`src/rtl/chess_clock_time_ctrl.sv`:
```
// rtl/chess_clock_time_ctrl.sv - chess clock time-control sequencer (presets, countdown, Fischer increment)
module chess_clock_time_ctrl #(
    parameter int CLK_DIV = 100_000_000,
    parameter int TW      = 12,
    parameter int BASE0   = 60,
    parameter int INC0    = 0,
    parameter int BASE1   = 180,
    parameter int INC1    = 2,
    parameter int BASE2   = 300,
    parameter int INC2    = 3,
    parameter int BASE3   = 600,
    parameter int INC3    = 5
) (
    input  logic          i_clk,
    input  logic          i_rst_n,
    input  logic          i_restart,
    input  logic          i_mode_next,
    input  logic          i_player_a_stop,
    input  logic          i_player_b_stop,
    output logic [TW-1:0] o_player_a_time,
    output logic [TW-1:0] o_player_b_time,
    output logic          o_player_a_zero,
    output logic          o_player_b_zero,
    output logic [1:0]    o_mode,
    output logic          o_running
);

    localparam int PW = $clog2(CLK_DIV);
    localparam logic [PW-1:0] PRE_LAST = PW'(CLK_DIV - 1);

    typedef enum logic [1:0] {S_READY, S_PLAY, S_OVER} state_t;

    state_t          state_q, state_d;
    logic [1:0]      mode_q, mode_d, mode_inc;
    logic [TW-1:0]   time_a_q, time_a_d, time_b_q, time_b_d;
    logic [PW-1:0]   pre_q, pre_d;
    logic            run_a_q, run_b_q;
    logic            run_a, run_b, turn_to_b, turn_to_a, counting;
    logic [TW:0]     sum_a, sum_b;

    function automatic logic [TW-1:0] base_of(input logic [1:0] m);
        logic [TW-1:0] b;
        b = TW'(BASE0);
        case (m)
            2'd1:    b = TW'(BASE1);
            2'd2:    b = TW'(BASE2);
            2'd3:    b = TW'(BASE3);
            default: b = TW'(BASE0);
        endcase
        return b;
    endfunction

    function automatic logic [TW-1:0] inc_of(input logic [1:0] m);
        logic [TW-1:0] v;
        v = TW'(INC0);
        case (m)
            2'd1:    v = TW'(INC1);
            2'd2:    v = TW'(INC2);
            2'd3:    v = TW'(INC3);
            default: v = TW'(INC0);
        endcase
        return v;
    endfunction

    assign run_a     = ~i_player_a_stop;
    assign run_b     = ~i_player_b_stop;
    // A turn change is the previous runner stopping while the other starts in the same cycle
    assign turn_to_b = run_a_q & run_b & ~run_a;
    assign turn_to_a = run_b_q & run_a & ~run_b;
    assign mode_inc  = mode_q + 2'd1;
    assign sum_a     = {1'b0, time_a_q} + {1'b0, inc_of(mode_q)};
    assign sum_b     = {1'b0, time_b_q} + {1'b0, inc_of(mode_q)};

    always_comb begin
        state_d  = state_q;
        mode_d   = mode_q;
        time_a_d = time_a_q;
        time_b_d = time_b_q;
        pre_d    = pre_q;
        counting = 1'b0;

        if (i_restart) begin
            state_d  = S_READY;
            time_a_d = base_of(mode_q);
            time_b_d = base_of(mode_q);
            pre_d    = '0;
        end else begin
            case (state_q)
                S_READY: begin
                    if (i_mode_next) begin
                        mode_d   = mode_inc;
                        time_a_d = base_of(mode_inc);
                        time_b_d = base_of(mode_inc);
                    end else if (run_a | run_b) begin
                        state_d  = S_PLAY;
                        counting = 1'b1;
                    end
                end
                S_PLAY:  counting = 1'b1;
                default: ;
            endcase
        end

        if (counting) begin
            if (turn_to_b) begin
                time_a_d = sum_a[TW] ? {TW{1'b1}} : sum_a[TW-1:0];
                pre_d    = '0;
            end else if (turn_to_a) begin
                time_b_d = sum_b[TW] ? {TW{1'b1}} : sum_b[TW-1:0];
                pre_d    = '0;
            end else if (run_a ^ run_b) begin
                if (pre_q == PRE_LAST) begin
                    pre_d = '0;
                    if (run_a && time_a_q != '0) time_a_d = time_a_q - 1'b1;
                    if (run_b && time_b_q != '0) time_b_d = time_b_q - 1'b1;
                end else begin
                    pre_d = pre_q + 1'b1;
                end
            end
            if (time_a_d == '0 || time_b_d == '0) state_d = S_OVER;
        end
    end

    always_ff @(posedge i_clk) begin
        if (!i_rst_n) begin
            state_q  <= S_READY;
            mode_q   <= 2'd0;
            time_a_q <= TW'(BASE0);
            time_b_q <= TW'(BASE0);
            pre_q    <= '0;
            run_a_q  <= 1'b0;
            run_b_q  <= 1'b0;
        end else begin
            state_q  <= state_d;
            mode_q   <= mode_d;
            time_a_q <= time_a_d;
            time_b_q <= time_b_d;
            pre_q    <= pre_d;
            run_a_q  <= run_a;
            run_b_q  <= run_b;
        end
    end

    assign o_player_a_time = time_a_q;
    assign o_player_b_time = time_b_q;
    assign o_player_a_zero = (time_a_q == '0);
    assign o_player_b_zero = (time_b_q == '0);
    assign o_mode          = mode_q;
    assign o_running       = (state_q == S_PLAY) && (run_a ^ run_b);

endmodule

```
`config.mk`:
```
export PLATFORM = sky130hd
export DESIGN_NAME = chess_clock_time_ctrl
export DESIGN_NICKNAME = d
export VERILOG_FILES = /design/src/rtl/chess_clock_time_ctrl.sv
export SDC_FILE = /design/constraint.sdc
export NUM_CORES = 1
export LEC_CHECK = 0
export CORE_ASPECT_RATIO = 0.9
export CORE_UTILIZATION = 56
export CTS_CLUSTER_DIAMETER = 60
export DETAILED_ROUTE_END_ITERATION = 10
export DONT_BUFFER_PORTS = 1
export HOLD_SLACK_MARGIN = 0.05
export PLACE_DENSITY_LB_ADDON = 0.2
export SYNTH_ARGS = -nofsm -noshare
export SYNTH_HDL_FRONTEND = slang
export SYNTH_SLANG_ARGS = --single-unit
```
`constraint.sdc`:
```
create_clock -name i_clk -period 3.15 [get_ports i_clk]
set_input_delay 0 -clock i_clk [delete_from_list [all_inputs] [get_ports i_clk]]
set_output_delay 0 -clock i_clk [all_outputs]
set_load 0.05 [all_outputs]
```
# Yosys cells after proc, flatten, opt, wreduce, memory -nomap -nowiden

Index checks and enable logic that the tools add are counted.

Reduce and logical (&&, ||, !) cells: 12
Eq/ne operators: 8
$add $sub $neg: 6
Bitwise logic cells: 9
Multiplexer cells: 41

Operators with widths:

| operator                                            | number |
|---|---|
| two-way mux 12 bit                                  | 22 |
| two-way mux 27 bit                                  | 6 |
| case mux 10 bit (3 select lines)                    | 2 |
| zero test 12 bit                                    | 4 |
| adder 27 x 1 -> 27 bit, second input constant       | 1 |
| equality test 27 bit, second input constant         | 1 |
| adder 12 x 12 -> 13 bit                             | 2 |
| nonzero test 12 bit                                 | 2 |
| subtractor 12 x 1 -> 12 bit, second input constant  | 2 |
| two-way mux 2 bit                                   | 6 |
| case mux 3 bit (3 select lines)                     | 1 |
| equality test 2 bit, second input constant          | 4 |
| equality test 2 x 1 -> 1 bit, second input constant | 3 |
| AND 1 bit                                           | 4 |
| logical AND 1 bit                                   | 3 |
| two-way mux 1 bit                                   | 3 |
| NOT 1 bit                                           | 3 |
| AND reduction 3 bit                                 | 1 |
| adder 2 x 1 -> 2 bit, second input constant         | 1 |
| zero test 2 bit                                     | 1 |
| case mux 1 bit (2 select lines)                     | 1 |
| logical OR 1 bit                                    | 1 |
| OR 1 bit                                            | 1 |
| bitwise XOR 1 bit                                   | 1 |

Bits in registers: 57
Output and inout bits: 29
Input bits: 6
Logic and storage cells: 83

# Longest topological paths before layout

Gate-level depths: netlist of run 1.

Depth after elaboration: 16
Mapped depth: 16
Mapped depth without buffers: 15

# Worst setup path after synthesis of run 1

Ideal clock, no wire load.

Kind: reg-to-reg
Start: register time_a_q[1] (netlist: o_player_a_time[1])
End: register state_q[1]
Path buffers: 2
Data required time: 3090 ps
Data arrival time: 3934 ps
Clock period less this slack: 3994 ps
Setup time: 60 ps
Cell stages (with the launch flop): 14
Path slack: -844 ps
Cells stage by stage: dfxtp_1 > clkbuf_1 > inv_1 > ha_1 > or4b_2 > nor4_2 > nor4b_2 > buf_4 > o31ai_1 > o32ai_1 > nor4b_2 > nand4_1 > nand2b_1 > o221a_1

Cells in the longest elaborated chain, start to end: 13
Elaborated cells between the ends (all ways): 18
Those cells by class: add/sub: 2; mux: 12; reduce/logical: 4

Ends and longest elaborated chain:

| what                                                                                | RTL line | source |
|---|---|---|
| start: declaration                                                                  | 35       | `logic [TW-1:0] time_a_q, time_a_d, time_b_q, time_b_d;` |
| start signal: assignment                                                            | 128      | `time_a_q <= TW'(BASE0);` |
| start signal: assignment                                                            | 136      | `time_a_q <= time_a_d;` |
| parallel branches: the longest is 7 deep, another holds subtractor 12 x 1 -> 12 bit | --       |  |
| two-way mux 12 bit *                                                                | 105      | `if (turn_to_b) begin` |
| two-way mux 12 bit *                                                                | 104      | `if (counting) begin` |
| zero test 12 bit *                                                                  | 120      | `if (time_a_d == '0 \|\| time_b_d == '0) state_d = S_OVER;` |
| logical OR 1 bit *                                                                  | 120      |  |
| two-way mux 2 bit *                                                                 | 120      |  |
| two-way mux 2 bit *                                                                 | 104      |  |
| end signal: assignment                                                              | 134      | `state_q <= state_d;` |
| end: declaration                                                                    | 33       | `state_t state_q, state_d;` |

Every way passes the cells marked *. The select of a mux whose other input is x is not followed.
A chain may end at the register's enable or synchronous reset.

# Worst setup path in the final report of run 1

Start: register pre_q[9]
End: register state_q[1]

Cells in the longest elaborated chain, start to end: 10
Elaborated cells between the ends (all ways): 16
Those cells by class: eq/ne: 1; mux: 12; reduce/logical: 3

Ends and longest elaborated chain:

| what                     | RTL line | source |
|---|---|---|
| start: declaration       | 36       | `logic [PW-1:0] pre_q, pre_d;` |
| start signal: assignment | 138      | `pre_q <= pre_d;` |
| equality test 27 bit *   | 112      | `if (pre_q == PRE_LAST) begin` |
| two-way mux 12 bit       | 112      |  |
| two-way mux 12 bit       | 111      | `end else if (run_a ^ run_b) begin` |
| two-way mux 12 bit       | 108      | `end else if (turn_to_a) begin` |
| two-way mux 12 bit       | 105      |  |
| two-way mux 12 bit       | 104      |  |
| zero test 12 bit         | 120      |  |
| logical OR 1 bit *       | 120      |  |
| two-way mux 2 bit *      | 120      |  |
| two-way mux 2 bit *      | 104      |  |

Every way passes the cells marked *; elsewhere a longest branch is shown, timed or not. The select of a mux whose other input is x is not followed.

==> results_dict.tcl, run 1 <==
set metrics [dict create \
    die_y_um 91.8 \
    place_congestion 1.08 \
    critical_path_required_ns 3.44 \
    synth_area_per_cell_sq_um 6.97 \
    slew_viol_final 0 \
    cts.sink_count 57 \
    nFillCells 708 \
    viasPerCell 6.64 \
    placement.io_buffers 0 \
    wl_per_cell_um 19.6 \
    layout_worst_path_cycle_share 0.971 \
    max_cap_viol_count 0 \
    cts-buffers-inserted 9 \
    yosysSeqAreaShare 0.227 \
    totalWireLength_um 17800 \
    initial_util 0.580 \
    min_from "i_restart" \
    worst_max_slew_pin_slew_ns 1.19 \
    antenna_left 0 \
    reg2reg_from "pre_q[9]" \
    setup_viol 0 \
    ys_ff_latch 57 \
    end_kind "flip-flop" \
    dp_hpwl_um 12500 \
    count_of_flip_flops_with_a_built_in_enable_after_synthesis 0 \
    finish.net_count 808 \
    count_of_final_hold_check_violations 0 \
    first_global_vias 5472 \
    grt-ovfl-total 0 \
    insertion_delay_ns 0.36 \
    p_leak_nw 2.29 \
    worst_hold_slack_across_all_endpoints_ns 0.0595 \
    timing.hold.worst.class "input port to flip-flop" \
    max-clock-path-buffers 2 \
    synthDistinctLibCells 77 \
    crit_slowest_cell "sky130_fd_sc_hd__or4b_4" \
    outcome "complete, no violations" \
    summed_instance_area_of_the_synthesized_netlist_sq_um 5020 \
    totalPowerFinal_w 0.00215 \
    power.density_nw_per_um2 339 \
    core-area_sq_um 8650 \
    ys_top_cells_by_area "sky130_fd_sc_hd__dfxtp_1 23%, sky130_fd_sc_hd__nor2_1 7.3%, sky130_fd_sc_hd__nand2_1 5.5%, sky130_fd_sc_hd__o21ai_0 5.4%, sky130_fd_sc_hd__a21oi_1 4.9%" \
    ctsHtreeMaxLevel 3 \
    floorplan_row_count 32 \
    design.portCount 35 \
    initial_detailed_routing_violation_count 553 \
    synth_cells 720 \
    fmaxAchievable_mhz 327 \
    setup.worst_path.start_class "flip-flop" \
    placed_area_sq_um 5700 \
    timing.critical_path.slowest_cell_delay_ns 0.60 \
    yosys_warnings 0 \
    global_route_wire_length_before_repair_um 27800 \
    slew-limit-headroom 0.204 \
    number_of_antenna_repair_diodes 0 \
    worstPathCellList "or4b_4, or3_4, or4b_4, buf_6, a211oi_2, o32ai_2, nor4b_2, nand4_1, nand2b_1, o221a_1" \
    finalCoreUtilization 0.733 \
    worstPathArrival_ns 3.35 \
    drc 0 \
    final_worst_clock_skew_ns 0.0146 \
    grt_antenna_before_repair 0 \
    largest_net_degree_at_the_start_of_global_routing 33 \
    drive_above_1_share 0.247 \
    clockRootBuffer "sky130_fd_sc_hd__clkbuf_8" \
    multiInputGateArea_sq_um 3900 \
    critical_path.most_common_cell "sky130_fd_sc_hd__or4b_4" \
    postSynthNetCount 744 \
    dieArea_sq_um 9340 \
    synth_top_area_frac 0.227 \
    criticalPathCategory "flip-flop to flip-flop" \
    synthDominantAreaCellType "sky130_fd_sc_hd__dfxtp_1" \
    cts.reportedPaths.clkPinSlew_ns 0.07 \
    setup.worst_path.start "pre_q[9]" \
    ys.flop_type "sky130_fd_sc_hd__dfxtp_1" \
    fin_area_sq_um 6340 \
    grtUsageTotal 0.384 \
    detailroute.via_count 6031 \
    post-route-min-period_ns 3.06 \
    cts_tree "yes" \
    layout-area-overhead-vs-synth_pct 26.3 \
    first_pass_iters 5 \
    sequential_cell_area_sq_um 1160 \
    worst-path-max-fanout 8 \
    synthArstFlopShare 0 \
    vdd_ir_drop_max_v 0.000315 \
    die_x_um 102 \
]
-- power by group --
part,switching [W],internal (W)
clock,0.000333,0.000514
combinational,0.000358,0.000181
sequential,0.0000216,0.000740
-- worst max-delay path: cells and delay by family (launching register included) --
family,cells,cell delay [ns]
flip-flops,1,0.32
buffers and inverters,1,0.17
AO/OA/AOI/OAI,3,0.47
AND/OR/NAND/NOR,6,2.04
-- final timing paths --
path              cells after the start                  to  slack [ns]
setup / recovery                     10          state_q[1]        0.09
hold / removal                        4  o_player_a_time[1]        0.06
setup reg to reg                     10          state_q[1]        0.09
hold reg to reg                       2            pre_q[1]        0.50
-- what timing repair did --
action                                  4_1_cts  5_1_grt
resized for setup                             7       52
hold buffers                                  4        0
pin swaps                                     0       23
setup buffers                                 0       11
endpoints found under the setup margin        2        2
endpoints found under the hold margin        24        0
-- registers in the layout (all words and copies together) (netlist names) --
name             cells
o_mode               2
o_player_a_time     12
o_player_b_time     12
pre_q               27
run_a_q              1
run_b_q              1
state_q              2
-- per-layer routing --
layer	vias to the layer above	share of wire	routed length, um	GRT usage
li1	2780	-	-	-
met1	2808	0.41	7350	0.511
met2	375	0.44	7780	0.582
met3	68	0.11	1880	0.0915
met4	0	0.042	743	0.173
met5	-	0	0	0
-- through the flow --
step                      cells  TNS [ns]  worst slack, ns
after global placement      877   -0.0669          -0.0410
after CTS                   897         0          0.00155
after floorplan             720    -0.319           -0.169
final                       908         0           0.0905
after detailed placement    877   -0.0104          -0.0104
after global routing        908    -0.116          -0.0695
-- layout make-up --
type / instances / share of cell area
clock inverters: 4 / 0.0115
inverters: 15 / 0.0101
flip-flops and latches: 57 / 0.183
repair buffers: 106 / 0.130
multi-input cells: 595 / 0.616
clock buffers: 12 / 0.0263
well taps: 119 / 0.0235
-- logic make-up after synthesis --
group | Yosys count | share of synthesized area
fa+ha+maj | 19 | 0.0469
buf+inv | 68 | 0.0584
mux | 9 | 0.0185
compound gates | 202 | 0.259
flops | 57 | 0.227
simple gates | 339 | 0.345
xor+xnor | 26 | 0.0454
-- synthesized netlist by cell type (5+ instances only) --
library cell	number
sky130_fd_sc_hd__nor3_1	28
sky130_fd_sc_hd__inv_1	15
sky130_fd_sc_hd__xor2_1	10
sky130_fd_sc_hd__mux2i_1	7
sky130_fd_sc_hd__and2_1	5
sky130_fd_sc_hd__a31oi_1	8
sky130_fd_sc_hd__a21o_1	5
sky130_fd_sc_hd__a211oi_1	7
sky130_fd_sc_hd__o21ai_0	54
sky130_fd_sc_hd__or3_1	15
sky130_fd_sc_hd__xnor2_1	16
sky130_fd_sc_hd__nand2_1	73
sky130_fd_sc_hd__a21oi_1	49
sky130_fd_sc_hd__nor4_1	9
sky130_fd_sc_hd__buf_4	5
sky130_fd_sc_hd__nand2b_1	9
sky130_fd_sc_hd__o211ai_1	7
sky130_fd_sc_hd__a22oi_1	18
sky130_fd_sc_hd__nor2_1	97
sky130_fd_sc_hd__o31ai_1	8
sky130_fd_sc_hd__dfxtp_1	57
sky130_fd_sc_hd__nand4_1	17
sky130_fd_sc_hd__clkbuf_1	44
sky130_fd_sc_hd__nand3_1	35
sky130_fd_sc_hd__and3_1	6
sky130_fd_sc_hd__ha_1	18
-- cell usage in the layout, fill, tap and decap left out, types with 9 or more instances in the layout --
cell type,instances
sky130_fd_sc_hd__buf_4,100
sky130_fd_sc_hd__nor2_1,93
sky130_fd_sc_hd__nand2_1,73
sky130_fd_sc_hd__o21ai_0,51
sky130_fd_sc_hd__dfxtp_1,49
sky130_fd_sc_hd__a21oi_1,46
sky130_fd_sc_hd__nand3_1,35
sky130_fd_sc_hd__nor3_1,24
sky130_fd_sc_hd__a22oi_1,18
sky130_fd_sc_hd__nand4_1,17
sky130_fd_sc_hd__xnor2_1,16
sky130_fd_sc_hd__or3_1,15
sky130_fd_sc_hd__inv_1,11
sky130_fd_sc_hd__clkbuf_8,10
sky130_fd_sc_hd__xor2_1,9
sky130_fd_sc_hd__nand2b_1,9
sky130_fd_sc_hd__ha_1,9
Power figures use the tool's default switching activity.
==> run 2, diff against run 1 <==
==> constraint.sdc (replaced) <==
create_clock -name i_clk -period 3.15 [get_ports i_clk]
set_input_delay 0.63 -clock i_clk [delete_from_list [all_inputs] [get_ports i_clk]]
set_output_delay 0.63 -clock i_clk [all_outputs]
set_load 0.05 [all_outputs]
==> results_dict.tcl, run 2 (synthesized netlist as in run 1, its figures left out) <==
set metrics [dict create \
    setup_slack_ns 0.102 \
    vdd_ir_drop_max_v 0.000275 \
    count_of_final_hold_check_violations 0 \
    worst_r2r_path_depth 9 \
    layout_commonest_cell "sky130_fd_sc_hd__buf_4" \
    whs_path_depth 1 \
    critical_path_required_ns 3.44 \
    worst-path-max-fanout 7 \
    post-route-min-period_ns 3.05 \
    wl_per_cell_um 19.5 \
    switching_share 0.326 \
    layout_worst_path_cycle_share 0.967 \
    totalWireLength_um 17600 \
    floorplan_row_count 32 \
    grtUsageTotal 0.374 \
    setup.worst_path.start_class "flip-flop" \
    end_kind "flip-flop" \
    timing.hold.worst.class "input port to flip-flop" \
    clock_power_share 0.405 \
    final_worst_clock_skew_ns 0.00960 \
    initial_util 0.580 \
    top_register "pre_q" \
    max_cap_viol_count 0 \
    design.portCount 35 \
    grt_use_met1 0.494 \
    place_congestion 0.981 \
    grt_setup_unrepaired "true" \
    comb_power_share 0.245 \
    max-clock-path-buffers 2 \
    power.net_switching_w 0.000712 \
    placement.io_buffers 0 \
    setup_viol 0 \
    cts.reportedPaths.clkPinSlew_ns 0.08 \
    max_reg_flops 27 \
    layout-area-overhead-vs-synth_pct 26.3 \
    largest_net_degree_at_the_start_of_global_routing 27 \
    met3_routing_resource_usage_after_global_routing 0.0724 \
    die_y_um 91.8 \
    drive_above_1_share 0.254 \
    setup_total_negative_slack_ns 0 \
    outcome "complete, no violations" \
    grt_antenna_before_repair 0 \
    number_of_antenna_repair_diodes 0 \
    global_route_wire_length_before_repair_um 27100 \
    post_cts_hold_buffer_count 0 \
    antenna_left 0 \
    insertion_delay_ns 0.34 \
    cts.sink_count 57 \
    slew_viol_final 0 \
    first_pass_iters 5 \
    core-area_sq_um 8650 \
    cts-buffers-inserted 9 \
    power.density_nw_per_um2 344 \
    drc 0 \
    slew-limit-headroom 0.519 \
    dp_hpwl_um 12500 \
    cts_tree "yes" \
    criticalPathCategory "flip-flop to flip-flop" \
    fmaxAchievable_mhz 328 \
    detailroute.via_count 5994 \
    dieArea_sq_um 9340 \
    ctsHtreeMaxLevel 3 \
    p_leak_nw 2.30 \
    clockRootBuffer "sky130_fd_sc_hd__clkbuf_8" \
    most_frequent_cells_in_the_layout "101 x sky130_fd_sc_hd__buf_4, 93 x sky130_fd_sc_hd__nor2_1, 73 x sky130_fd_sc_hd__nand2_1" \
    cellInternalPower_w 0.00147 \
    worst_max_slew_pin_slew_ns 0.713 \
    first_global_vias 5480 \
    place_ws_ns -0.187 \
    die_x_um 102 \
    viasPerCell 6.61 \
    gr-usage-met2 0.576 \
    grt.busiest_layer "met2" \
    initial_detailed_routing_violation_count 439 \
    grt-ovfl-total 0 \
    finish.net_count 807 \
    worstPathArrival_ns 3.34 \
    sequentialPowerShare 0.350 \
]
run 2: cell count changes in the layout (fill, tap and decap cells not counted), moves of 2 or more:
cell                            change
sky130_fd_sc_hd__nor2_4             +2
sky130_fd_sc_hd__dlygate4sd3_1      -4
sky130_fd_sc_hd__inv_4              +2
sky130_fd_sc_hd__buf_6              +2
sky130_fd_sc_hd__nor2_2             -2
run 2: worst max-delay path, stage by stage, from the launching register on:
cell	delay, ns
sky130_fd_sc_hd__dfxtp_1	0.34
sky130_fd_sc_hd__or4b_4	0.54
sky130_fd_sc_hd__or3_4	0.35
sky130_fd_sc_hd__or4b_4	0.61
sky130_fd_sc_hd__a31oi_1	0.22
sky130_fd_sc_hd__a21oi_1	0.16
sky130_fd_sc_hd__nor4_2	0.34
sky130_fd_sc_hd__nand4_1	0.17
sky130_fd_sc_hd__nand2b_1	0.11
sky130_fd_sc_hd__o221a_1	0.16
run 2: final timing paths:
path	start	to	slack, ns
setup / recovery	pre_q[9]	state_q[1]	0.10
hold / removal	i_player_a_stop	run_a_q	0.35
setup reg to reg	pre_q[9]	state_q[1]	0.10
hold reg to reg	state_q[0]	state_q[0]	0.55
run 2: layout make-up:
class	count	area, sq um
Fill cell	712	2310
Sequential cell	57	1160
Multi-Input combinational cell	595	3910
Clock inverter	5	101
Inverter	15	61.3
Timing Repair Buffer	105	812
Clock buffer	11	141
Tap cell	119	149
run 2: per-layer routing:
layer | up-vias | wire [um]
met5 | - | 0
met2 | 361 | 7870
met1 | 2802 | 7380
met3 | 62 | 1710
met4 | 0 | 680
li1 | 2769 | -
run 2: power groups by stage:
stage	combinational (W)	clock [W]	sequential, W
3_5_place_dp	0.000483	0	0.000777
2_1_floorplan	0.000281	0	0.000835
3_3_place_gp	0.000477	0	0.000776
4_1_cts	0.000490	0.000877	0.000761
6_report	0.000534	0.000884	0.000763
5_1_grt	0.000567	0.000909	0.000766
run 2: what timing repair did:
item                                    4_1_cts  5_1_grt
endpoints found under the setup margin        2        3
setup buffers                                 0        7
pin swaps                                     2       23
resized for setup                            10       51
run 2: stage by stage:
stage / power (W) / cell area [sq um] / std cells / hold WS [ns] / util
2_1_floorplan: 0.00112 / 5090 / 720 / 0.477 / -
3_3_place_gp: 0.00125 / 5750 / 884 / 0.520 / 0.665
5_1_grt: 0.00224 / 6340 / 907 / 0.348 / 0.733
4_1_cts: 0.00213 / 6030 / 900 / 0.346 / 0.697
6_report: 0.00218 / 6340 / 907 / 0.351 / 0.733
3_5_place_dp: 0.00126 / 5750 / 884 / 0.524 / 0.665
==> run 3, diff against run 2 <==
==> constraint.sdc (replaced) <==
create_clock -name i_clk -period 3.15 [get_ports i_clk]
set_input_delay 0.315 -clock i_clk [delete_from_list [all_inputs] [get_ports i_clk]]
set_output_delay 0.315 -clock i_clk [all_outputs]
set_load 0.05 [all_outputs]
==> results_dict.tcl, run 3 (synthesized netlist as in run 1, its figures left out) <==
set metrics [dict create \
    outcome "complete, no violations" \
    crit_slowest_cell "sky130_fd_sc_hd__dfxtp_4" \
    whs_path_depth 1 \
    setup.worst_path.start_class "flip-flop" \
    max-clock-path-buffers 2 \
    finish.net_count 814 \
    cp_num_buf_inv 2 \
    totalWireLength_um 18300 \
    power.density_nw_per_um2 312 \
    min_from "i_rst_n" \
    dieArea_sq_um 9340 \
    final_worst_clock_skew_ns 0.0145 \
    number_of_antenna_repair_diodes 0 \
    grt-ovfl-total 0 \
    cts.sink_count 57 \
    dp_hpwl_um 12600 \
    fmaxAchievable_mhz 328 \
    viasPerCell 6.63 \
    reg2reg_from "o_mode[1]" \
    initial_util 0.580 \
    drive_above_1_share 0.259 \
    global_route_wire_length_before_repair_um 27900 \
    core-area_sq_um 8650 \
    sequentialPowerShare 0.381 \
    cts-buffers-inserted 9 \
    rr_endpoint "state_q[1]" \
    grtUsageTotal 0.388 \
    most_frequent_cells_in_the_layout "105 x sky130_fd_sc_hd__buf_4, 94 x sky130_fd_sc_hd__nor2_1, 73 x sky130_fd_sc_hd__nand2_1" \
    reg2reg_setup_slack_ns 0.1 \
    antenna_left 0 \
    floorplan_row_count 32 \
    detailroute.via_count 6055 \
    setup_slack_ns 0.0973 \
    first_global_vias 5350 \
    setup_total_negative_slack_ns 0 \
    die_x_um 102 \
    switching_share 0.353 \
    worstPathCellList "inv_4, ha_4, xor2_2, ha_2, a21oi_4, o21ba_4, nor2_1, mux2i_1, a2bb2oi_2, a221oi_2, nand4_1, nor4b_2, buf_4, o221a_1" \
    worstPathArrival_ns 3.35 \
    cts.reportedPaths.clkPinSlew_ns 0.07 \
    timing.critical_path.slowest_cell_delay_ns 0.42 \
    timing.hold.worst.class "input port to flip-flop" \
    die_y_um 91.8 \
    clockRootBuffer "sky130_fd_sc_hd__clkbuf_8" \
    largest_net_degree_at_the_start_of_global_routing 27 \
    design.portCount 35 \
    p_leak_nw 2.32 \
    layout_commonest_cell "sky130_fd_sc_hd__buf_4" \
    cts_tree "yes" \
    layout_worst_path_cycle_share 0.969 \
    critical_path_required_ns 3.44 \
    setup_viol 0 \
    slew_viol_final 0 \
    max_reg_flops 27 \
    first_pass_iters 6 \
    worst_path_dominant_cell_family "compound AO/OA/AOI/OAI gates" \
    top_register "pre_q" \
    count_of_final_hold_check_violations 0 \
    worst-path-max-fanout 7 \
    placement.io_buffers 0 \
    drc 0 \
    wl_per_cell_um 20.0 \
    layout-area-overhead-vs-synth_pct 27.7 \
    post-route-min-period_ns 3.05 \
    insertion_delay_ns 0.36 \
    end_kind "flip-flop" \
    worst_r2r_path_depth 14 \
    cellInternalPower_w 0.00129 \
    finalCoreUtilization 0.741 \
    place_ws_ns -0.113 \
    place_congestion 1.00 \
    ctsHtreeMaxLevel 3 \
    slew-limit-headroom 0.359 \
    criticalPathCategory "flip-flop to flip-flop" \
    worst_max_slew_pin_slew_ns 0.958 \
    power.net_switching_w 0.000705 \
    initial_detailed_routing_violation_count 537 \
    clock_power_share 0.344 \
    max_cap_viol_count 0 \
    worstHoldEndpoint "o_player_b_time[10]" \
    grt_antenna_before_repair 0 \
    vdd_ir_drop_max_v 0.000339 \
    comb_power_share 0.275 \
]
[run 3: cell types whose count changed in the layout (fill, tap and decap cells not counted), sizes merged]
cell,previous run,this run
buf,105,109
bufinv,3,0
dlygate4sd3,0,3
clkbuf,11,13
clkinv,1,2
inv,16,15
[run 3: how the worst max path moves through the flow]
stage,slack (ns),cells after the start,to,start
final,0.1,14,state_q[1],o_mode[1]
after global routing,-0.06,15,state_q[1],o_mode[1]
after CTS,0.007,15,state_q[1],o_mode[0]
after detailed placement,-0.11,17,state_q[1],o_mode[0]
after global placement,0.02,16,state_q[1],o_mode[0]
after floorplan,-0.17,11,state_q[1],o_player_b_time[1]
[run 3: per-stage QoR]
stage	hold WS [ns]	power, W	cell area (sq um)	instances
3_5_place_dp	0.389	0.00126	5730	881
2_1_floorplan	0.387	0.00112	5090	720
6_report	0.0834	0.00200	6400	913
3_3_place_gp	0.380	0.00125	5730	881
5_1_grt	0.0771	0.00206	6400	913
4_1_cts	0.0737	0.00195	5980	899
[run 3: metal layers]
layer,up-vias,global-route usage,part of all wire
met5,-,0,0
met4,0,0.192,0.044
met3,76,0.0823,0.11
met2,396,0.584,0.44
met1,2807,0.521,0.41
li1,2776,-,-
[run 3: repair_timing]
action,4_1_cts,5_1_grt
setup buffers,0,14
hold endpoints to repair,8,0
setup endpoints to repair,2,2
pin swaps,0,26
resized for setup,6,65
hold buffers,3,0
[run 3: final cells by class]
type	count	area, sq um
multi-input combinational	595	3970
fill	720	2240
sequential	57	1160
timing repair buffer	112	872
clock buffer	13	180
tap	119	149
inverter	15	68.8
clock inverter	2	10.0
[run 3: power groups by stage]
stage               registers, W  clock network, W  logic (W)
floorplan               0.000835                 0   0.000281
global placement        0.000774                 0   0.000479
detailed placement      0.000775                 0   0.000484
CTS                     0.000759          0.000694   0.000493
global route            0.000764          0.000715   0.000583
finish                  0.000763          0.000688   0.000549
